--- config.mk ---
export PLATFORM = sky130hd
export DESIGN_NAME = parity_frame_rx_flat
export DESIGN_NICKNAME = d
export VERILOG_FILES = /design/src/rtl/parity_frame_rx_if.sv /design/src/rtl/parity_frame_rx.sv /design/src/flat_wrapper.sv
export SDC_FILE = /design/constraint.sdc
export NUM_CORES = 1
export LEC_CHECK = 0
export ABC_AREA = 1
export CAP_MARGIN = 20
export CORE_MARGIN = 4
export CORE_UTILIZATION = 45
export CTS_CLUSTER_DIAMETER = 50
export DETAILED_ROUTE_END_ITERATION = 8
export GPL_TIMING_DRIVEN = 1
export PLACE_DENSITY_LB_ADDON = 0.15
export SYNTH_ARGS = -nofsm -noshare
export SYNTH_HDL_FRONTEND = slang
export SYNTH_SLANG_ARGS = --single-unit
--- constraint.sdc ---
create_clock -name clk -period 1.65 [get_ports clk]
set_input_delay 0.495 -clock clk [delete_from_list [all_inputs] [get_ports clk]]
set_output_delay 0.495 -clock clk [all_outputs]
set_load 0.03 [all_outputs]
--- src/rtl/parity_frame_rx_if.sv ---
// Handshake bundle for parity_frame_rx: the serial bit stream in, and the
// recovered word with its parity flag out under valid/ready.
interface parity_frame_rx_if #(
  parameter int WIDTH = 32
);
  logic             rx_bit;
  logic             bit_valid;
  logic             frame_start;
  logic             out_ready;
  logic [WIDTH-1:0] d_word;
  logic             parity_err;
  logic             out_valid;

  // master: serial source and output consumer; slave: the receiver
  modport master (
    output rx_bit, bit_valid, frame_start, out_ready,
    input  d_word, parity_err, out_valid
  );
  modport slave (
    input  rx_bit, bit_valid, frame_start, out_ready,
    output d_word, parity_err, out_valid
  );
endinterface

--- src/rtl/parity_frame_rx.sv ---
// Bit-serial even-parity frame receiver: {d_word, parity} MSB-first, output
// over valid/ready, plus a saturating parity-error counter and a sticky overrun.
module parity_frame_rx #(
  parameter int WIDTH = 32,
  parameter int CNT_W = 16
) (
  input  logic             clk,
  input  logic             reset_n,
  parity_frame_rx_if.slave bus,
  input  logic             clr_status,
  output logic             busy,
  output logic             overrun,
  output logic [CNT_W-1:0] err_cnt
);
  localparam int CW = $clog2(WIDTH + 1);

  typedef enum logic {IDLE, SHIFT} state_e;

  state_e           state_q;
  logic [WIDTH-1:0] sr_q;
  logic [CW-1:0]    cnt_q;
  logic [WIDTH-1:0] dword_q;
  logic             perr_q;
  logic             ovalid_q;
  logic             overrun_q;
  logic [CNT_W-1:0] err_cnt_q, err_cnt_d;

  logic start, done, frame_perr, accept, load, drop;

  always_comb begin
    start      = bus.bit_valid & bus.frame_start;
    // frame_start in the final slot restarts instead of completing
    done       = (state_q == SHIFT) & bus.bit_valid & ~bus.frame_start &
                 (cnt_q == CW'(WIDTH));
    frame_perr = ^{sr_q, bus.rx_bit};
    accept     = ovalid_q & bus.out_ready;
    load       = done & (~ovalid_q | bus.out_ready);
    drop       = done & ovalid_q & ~bus.out_ready;
    err_cnt_d  = err_cnt_q;
    if (clr_status)
      err_cnt_d = '0;
    else if (done && frame_perr && !(&err_cnt_q))
      err_cnt_d = err_cnt_q + 1'b1;
  end

  always_ff @(posedge clk or negedge reset_n) begin
    if (!reset_n) begin
      state_q   <= IDLE;
      sr_q      <= '0;
      cnt_q     <= '0;
      dword_q   <= '0;
      perr_q    <= 1'b0;
      ovalid_q  <= 1'b0;
      overrun_q <= 1'b0;
      err_cnt_q <= '0;
    end else begin
      case (state_q)
        IDLE: begin
          if (start) begin
            sr_q    <= WIDTH'(bus.rx_bit);
            cnt_q   <= CW'(1);
            state_q <= SHIFT;
          end
        end
        SHIFT: begin
          if (start) begin
            sr_q  <= WIDTH'(bus.rx_bit);
            cnt_q <= CW'(1);
          end else if (done) begin
            cnt_q   <= '0;
            state_q <= IDLE;
          end else if (bus.bit_valid) begin
            sr_q  <= WIDTH'({sr_q, bus.rx_bit});
            cnt_q <= cnt_q + 1'b1;
          end
        end
        default: state_q <= IDLE;
      endcase

      // a completing frame may replace a word being accepted this same cycle
      if (load) begin
        dword_q  <= sr_q;
        perr_q   <= frame_perr;
        ovalid_q <= 1'b1;
      end else if (accept) begin
        ovalid_q <= 1'b0;
      end

      if (clr_status)
        overrun_q <= 1'b0;
      else if (drop)
        overrun_q <= 1'b1;

      err_cnt_q <= err_cnt_d;
    end
  end

  assign bus.d_word     = dword_q;
  assign bus.parity_err = perr_q;
  assign bus.out_valid  = ovalid_q;
  assign busy           = (state_q == SHIFT);
  assign overrun        = overrun_q;
  assign err_cnt        = err_cnt_q;
endmodule

--- src/flat_wrapper.sv ---
// flat-port wrapper written by rule: the top's interface ports become plain ports
module parity_frame_rx_flat 
#(
  parameter int WIDTH = 32,
  parameter int CNT_W = 16
)
  (clk, reset_n, clr_status, busy, overrun, err_cnt, bus_rx_bit, bus_bit_valid, bus_frame_start, bus_out_ready, bus_d_word, bus_parity_err, bus_out_valid);
  parity_frame_rx_if #(.WIDTH(WIDTH)) bus_i ();
  input  logic clk;
  input  logic reset_n;
  input  logic clr_status;
  output logic busy;
  output logic overrun;
  output logic [CNT_W-1:0] err_cnt;
  input wire logic [$bits(bus_i.rx_bit)-1:0] bus_rx_bit;
  input wire logic [$bits(bus_i.bit_valid)-1:0] bus_bit_valid;
  input wire logic [$bits(bus_i.frame_start)-1:0] bus_frame_start;
  input wire logic [$bits(bus_i.out_ready)-1:0] bus_out_ready;
  output wire logic [$bits(bus_i.d_word)-1:0] bus_d_word;
  output wire logic [$bits(bus_i.parity_err)-1:0] bus_parity_err;
  output wire logic [$bits(bus_i.out_valid)-1:0] bus_out_valid;
  assign bus_i.rx_bit = bus_rx_bit;
  assign bus_i.bit_valid = bus_bit_valid;
  assign bus_i.frame_start = bus_frame_start;
  assign bus_i.out_ready = bus_out_ready;
  assign bus_d_word = bus_i.d_word;
  assign bus_parity_err = bus_i.parity_err;
  assign bus_out_valid = bus_i.out_valid;
  parity_frame_rx #(.WIDTH(WIDTH), .CNT_W(CNT_W)) u_core (.clk(clk), .reset_n(reset_n), .bus(bus_i), .clr_status(clr_status), .busy(busy), .overrun(overrun), .err_cnt(err_cnt));
endmodule
Word level (Yosys, flattened, before mapping)
Index checks and enable logic that the tools add are counted. Widths: inputs -> output; s select.

Input port bits: 7. Register bits: 90. Output and inout bits: 52. Word-level logic and storage cells: 58.

Reduce and logical (&&, ||, !) cells: 10. Eq/ne operators: 5. Add/sub/neg operators: 2. Bitwise gates (word level): 13. Muxes and demuxes: 20.

Operators with widths (count): $mux 32 (4); $pmux 32 s2 (1); $reduce_xor 33->1 (1); $mux 16 (2); $mux 6 (4); $add 16x1->16 const B (1); $reduce_and 16->1 (1); $pmux 6 s2 (1); $and 1x1->1 (8); $mux 1 (7); $add 6x1->6 const B (1); $eq 6x6->1 const B (1); $ne 3x3->1 const B (2); $reduce_bool 2->1 (3); $ne 4x4->1 const B (1); $not 1->1 (4); $reduce_and 3->1 (1); $logic_and 1x1->1 (2); $ne 2x1->1 const B (1); $pmux 1 s2 (1); $reduce_and 2->1 (1); $logic_not 1->1 (1); $or 1x1->1 (1).

Depth between registers and ports, before layout
Depth in word-level cells: 7. Gate-level depth with buffers: 17. Gate-level depth less buffers: 16.

Worst setup path after synthesis
Ideal clock, no wire load.

Path kind: reg-to-reg. From: register u_core.err_cnt_q[0] (netlist: u_core.err_cnt[0]). To: register u_core.err_cnt_q[6] (netlist: u_core.err_cnt[6]). Cell stages (with the launch flop): 14. Setup time: 0.117 ns. Setup slack: -0.393 ns. Clock period less this slack: 2.043 ns. Data arrival time: 1.926 ns. Cell sequence: dfrtp_1 > ha_1 > nand3_2 > nor3_4 > nand3_2 > nor2_4 > nand4_1 > nand2_1 > inv_2 > nand3_4 > nand2_4 > buf_12 > nand2_2 > nand2_2.

Word-level cells in the longest chain between the ends: 4. Elaborated cells between the ends (all ways): 7.

RTL lines: start, declared (line parity_frame_rx.sv:26) `logic [CNT_W-1:0] err_cnt_q, err_cnt_d;`; start signal, assigned (line parity_frame_rx.sv:94) `err_cnt_q <= err_cnt_d;`; parallel branches: the longest is 4 deep, another holds $add 16x1->16.

Several ways; the timed one is not identified. The select of a mux whose other input is x is not followed. A chain may end at the register's enable or synchronous reset.

Worst setup path in the final report
From: register u_core.sr_q[27]. To: register u_core.err_cnt_q[1] (netlist: u_core.err_cnt[1]).

Word-level cells in the longest chain between the ends: 4.

RTL lines: start, declared (line parity_frame_rx.sv:20) `logic [WIDTH-1:0] sr_q;`; start signal, assigned (line parity_frame_rx.sv:60) `sr_q <= WIDTH'(bus.rx_bit);`; start signal, assigned (line parity_frame_rx.sv:67) `sr_q <= WIDTH'(bus.rx_bit);`; start signal, assigned (line parity_frame_rx.sv:73) `sr_q <= WIDTH'({sr_q, bus.rx_bit});`; $reduce_xor 33->1 (line parity_frame_rx.sv:35) `frame_perr = ^{sr_q, bus.rx_bit};`; $logic_and 1x1->1 (2 in a row) (line parity_frame_rx.sv:42) `else if (done && frame_perr && !(&err_cnt_q))`; $reduce_bool 2->1 (no line).

No other way between the ends.

==> results.toml <==
[drt]
ant_nets = 0
num_vias = 4802
drc = 0
viasPerCell = 5.396
wl_per_cell_um = 17.92
dr.pass1.iters = 5
drt_wl_total_mm = 15.95
first_iter_violations = 277

[finish]
antenna_cells = 0
final-instance-count-excl-fill = 890
layout-drive-gt1-share_pct = 54.43
fin_nets = 763
synthToLayoutAreaGrowth_pct = 65.89

[floorplanning]
initial_core_util_pct = 46.36
fp.dieH_um = 108.6
die_w_um = 108.6
core_area_um2 = 9819
rows = 36
dieArea_um2 = 11790
ios = 59

[critical_path]
path_max_fanout = 5
crit_arrival_ns = 2.35
r2r_end = "u_core.err_cnt[1]"
worstPathRequired_ns = 1.91
reg2reg_depth = 16
critPathKind = "reg -> reg"
reg2reg_setup_slack_ns = -0.44
cp-start-kind = "flip-flop"
endpoint_kind = "flip-flop"
worst_r2r_startpoint = "u_core.sr_q[27]"

[worst_hold_path]
hold_path_class = "in -> async"

[yosys]
postSynthCellCount = 571
syn_avg_cell_area_um2 = 7.972
yosysWarnings = 0
ys_seq_area_share_pct = 49.48
synth.distinct_cells = 29
synth_fa_ha_area_share_pct = 0.8246
synth_top_family_by_area = "simple AND/OR/NAND/NOR gates"
synth_compound_area_share_pct = 8.796
syn_nets = 581
synthSimpleGateAreaFrac_pct = 29.05
yosys.area_share.xor_xnor_pct = 4.041
synth-seq-cells = 90
syn-cell-area_um2 = 4552
yosys-mux-area-fraction_pct = 0

[timing]
fmax_mhz = 479.5
min_period_over_period_pct = 126.4
rsz0062_at_grt = "true"
finalCriticalPeriod_ns = 2.086
hold_viol_final = 0
setup_violations = 81
slew_viol_final = 0
fin_ws_ns = -0.4356
worst_pin_slew_ns = 0.4790
maxSlewHeadroom_pct = 68.07
finClkSkew_ns = 0.009053

[grt]
grt_usage_pct = 25.65
grt_pass1_vias = 4694
grt_max_degree = 32
antenna_found_initial = 0
grt_pass1_wl_mm = 23.25
gr-total-overflow = 0

[clock_network]
cts_buffers = 9
cts.sinks = 90
max-clock-path-buffers = 2
htree_levels = 3
cts_tree = "done"
clk_latency_ns = 0.37
clockRootBuffer = "clkbuf_8"
clk_pin_slew_ns = 0.09

[placement]
hpwl_mm = 7.337
io_buffers = 58
place_inst = 825
place_worst_setup_slack_ns = -0.7002
place_congestion = 0.8499

[run_status]
status = "finished with violations"
violations = "setup timing"

[pwr]
irDropWorstVdd_uv = 524.1
powerDensity_nw_per_um2 = 695.7
power_leakage_nw = 3.579

[job]
drv_cap = 0
-- area by class of cell --
cell class                      count  area, µm²
Multi-Input combinational cell    394       2750
Fill cell                         650       2268
Sequential cell                    90       2260
Timing Repair Buffer              190       1881
Inverter                           67      264.0
Tap cell                          133      166.4
Clock buffer                       13      158.9
Clock inverter                      2      60.06
Timing Repair inverter              1      11.26
-- how the worst max path moves through the flow --
stage                      start                 end  slack, ns  cells past startpoint
2_1_floorplan  u_core.err_cnt[0]   u_core.err_cnt[6]      -0.23                     13
3_3_place_gp          bus_rx_bit   u_core.err_cnt[4]      -0.62                     13
3_5_place_dp          bus_rx_bit   u_core.err_cnt[1]      -0.70                     13
4_1_cts        u_core.err_cnt[0]   u_core.err_cnt[6]      -0.21                     12
5_1_grt          u_core.sr_q[27]  u_core.err_cnt[11]      -0.52                     16
6_report         u_core.sr_q[27]   u_core.err_cnt[1]      -0.44                     16
-- what timing repair did --
item / CTS / global route
setup buffers: 19 / 24
hold buffers: 0 / 0
gates resized for setup: 215 / 229
endpoints found under the setup margin: 117 / 127
pin swaps: 14 / 33
gates cloned: 17 / 4
-- routing by layer --
metal	up-vias	GRT usage (%)	routed length, µm
met5	-	0	0
met4	0	11.27	529
met3	48	4.716	789
met2	172	42.94	8194
met1	2377	32.39	6436
li1	2205	-	-
-- through the flow --
step | area [µm²] | utilization [%] | power, W | hold WS [ns] | setup TNS (ns)
after floorplan | 4579 | - | 0.002808 | 0.1994 | -2.927
after global placement | 5931 | 60.40 | 0.003117 | 0.4647 | -35.05
after detailed placement | 5931 | 60.40 | 0.003142 | 0.4724 | -35.90
after CTS | 7046 | 71.75 | 0.005041 | 0.07401 | -10.26
after global routing | 7551 | 76.90 | 0.005471 | 0.08260 | -22.59
final | 7551 | 76.90 | 0.005253 | 0.06783 | -15.33
-- critical path, stage by stage, from the launching register on --
cell and delay, ns:
dfrtp_1 0.45, inv_2 0.06, nand2_1 0.10, nand2_2 0.07
nand2_2 0.06, inv_1 0.04, nor2_1 0.13, nand2_1 0.12
nand2_2 0.12, inv_2 0.07, nand2_4 0.10, nand2_4 0.06
nand2_4 0.07, nand3_4 0.19, clkbuf_16 0.23, nand3_2 0.05
nand2_1 0.05
-- cells in the mapped netlist --
master,instances,share of area (%)
clkbuf_1,15,1.2
inv_1,54,4.5
and3_1,1,0.14
buf_2,4,0.44
nand2_2,19,2.6
inv_2,12,0.99
dfrtp_1,90,49
o22ai_1,6,0.82
nand3_1,57,6.3
nor3b_1,2,0.33
nand4_1,3,0.41
nand2_4,3,0.74
a22oi_1,1,0.16
a21oi_1,4,0.44
nor2_4,1,0.25
nor2_2,2,0.27
xnor2_1,12,2.3
nor2_1,30,2.5
buf_12,1,0.44
ha_1,3,0.82
nand3_4,1,0.38
o21ai_0,67,7.4
nor3_4,1,0.36
xor2_1,9,1.7
clkinv_1,1,0.082
buf_4,1,0.16
nand2_1,161,13
nor3_1,6,0.66
nand3_2,4,0.88
-- registers in the layout, indices dropped and copies added (netlist names) --
signal	cells
u_core.bus.d_word	32
u_core.sr_q	32
u_core.err_cnt	16
u_core.cnt_q	6
u_core.bus.out_valid	1
u_core.bus.parity_err	1
u_core.busy	1
u_core.overrun	1
-- cell usage in the layout, fill, tap and decap left out, types with 11 or more instances in the layout --
master	Yosys	final
buf_12	1	13
buf_4	1	99
buf_6	0	12
clkbuf_2	0	30
clkbuf_8	0	11
dfrtp_1	90	84
inv_1	54	44
inv_2	12	21
nand2_1	161	99
nand2_2	19	62
nand2_4	3	21
nand3_1	57	21
nand3_2	4	35
nor2_1	30	25
o21ai_1	0	16
o21ai_2	0	46
-- power by group --
part	switching [W]	leakage, nW	total [W]	internal [W]
registers	0.0000719	1.23	0.00234	0.00227
logic	0.000655	2.24	0.00118	0.000526
clock network	0.000801	0.110	0.00173	0.000931
total	0.00153	3.58	0.00525	0.00372
-- cell families after synthesis --
logic type               count (synthesis)
adder cells (fa/ha/maj)                  3
AO/OA/AOI/OAI                           78
XOR/XNOR                                21
flip-flops                              90
buffers and inverters                   88
AND/OR/NAND/NOR                        291
Note: power is estimated with default switching activity, not from simulation.
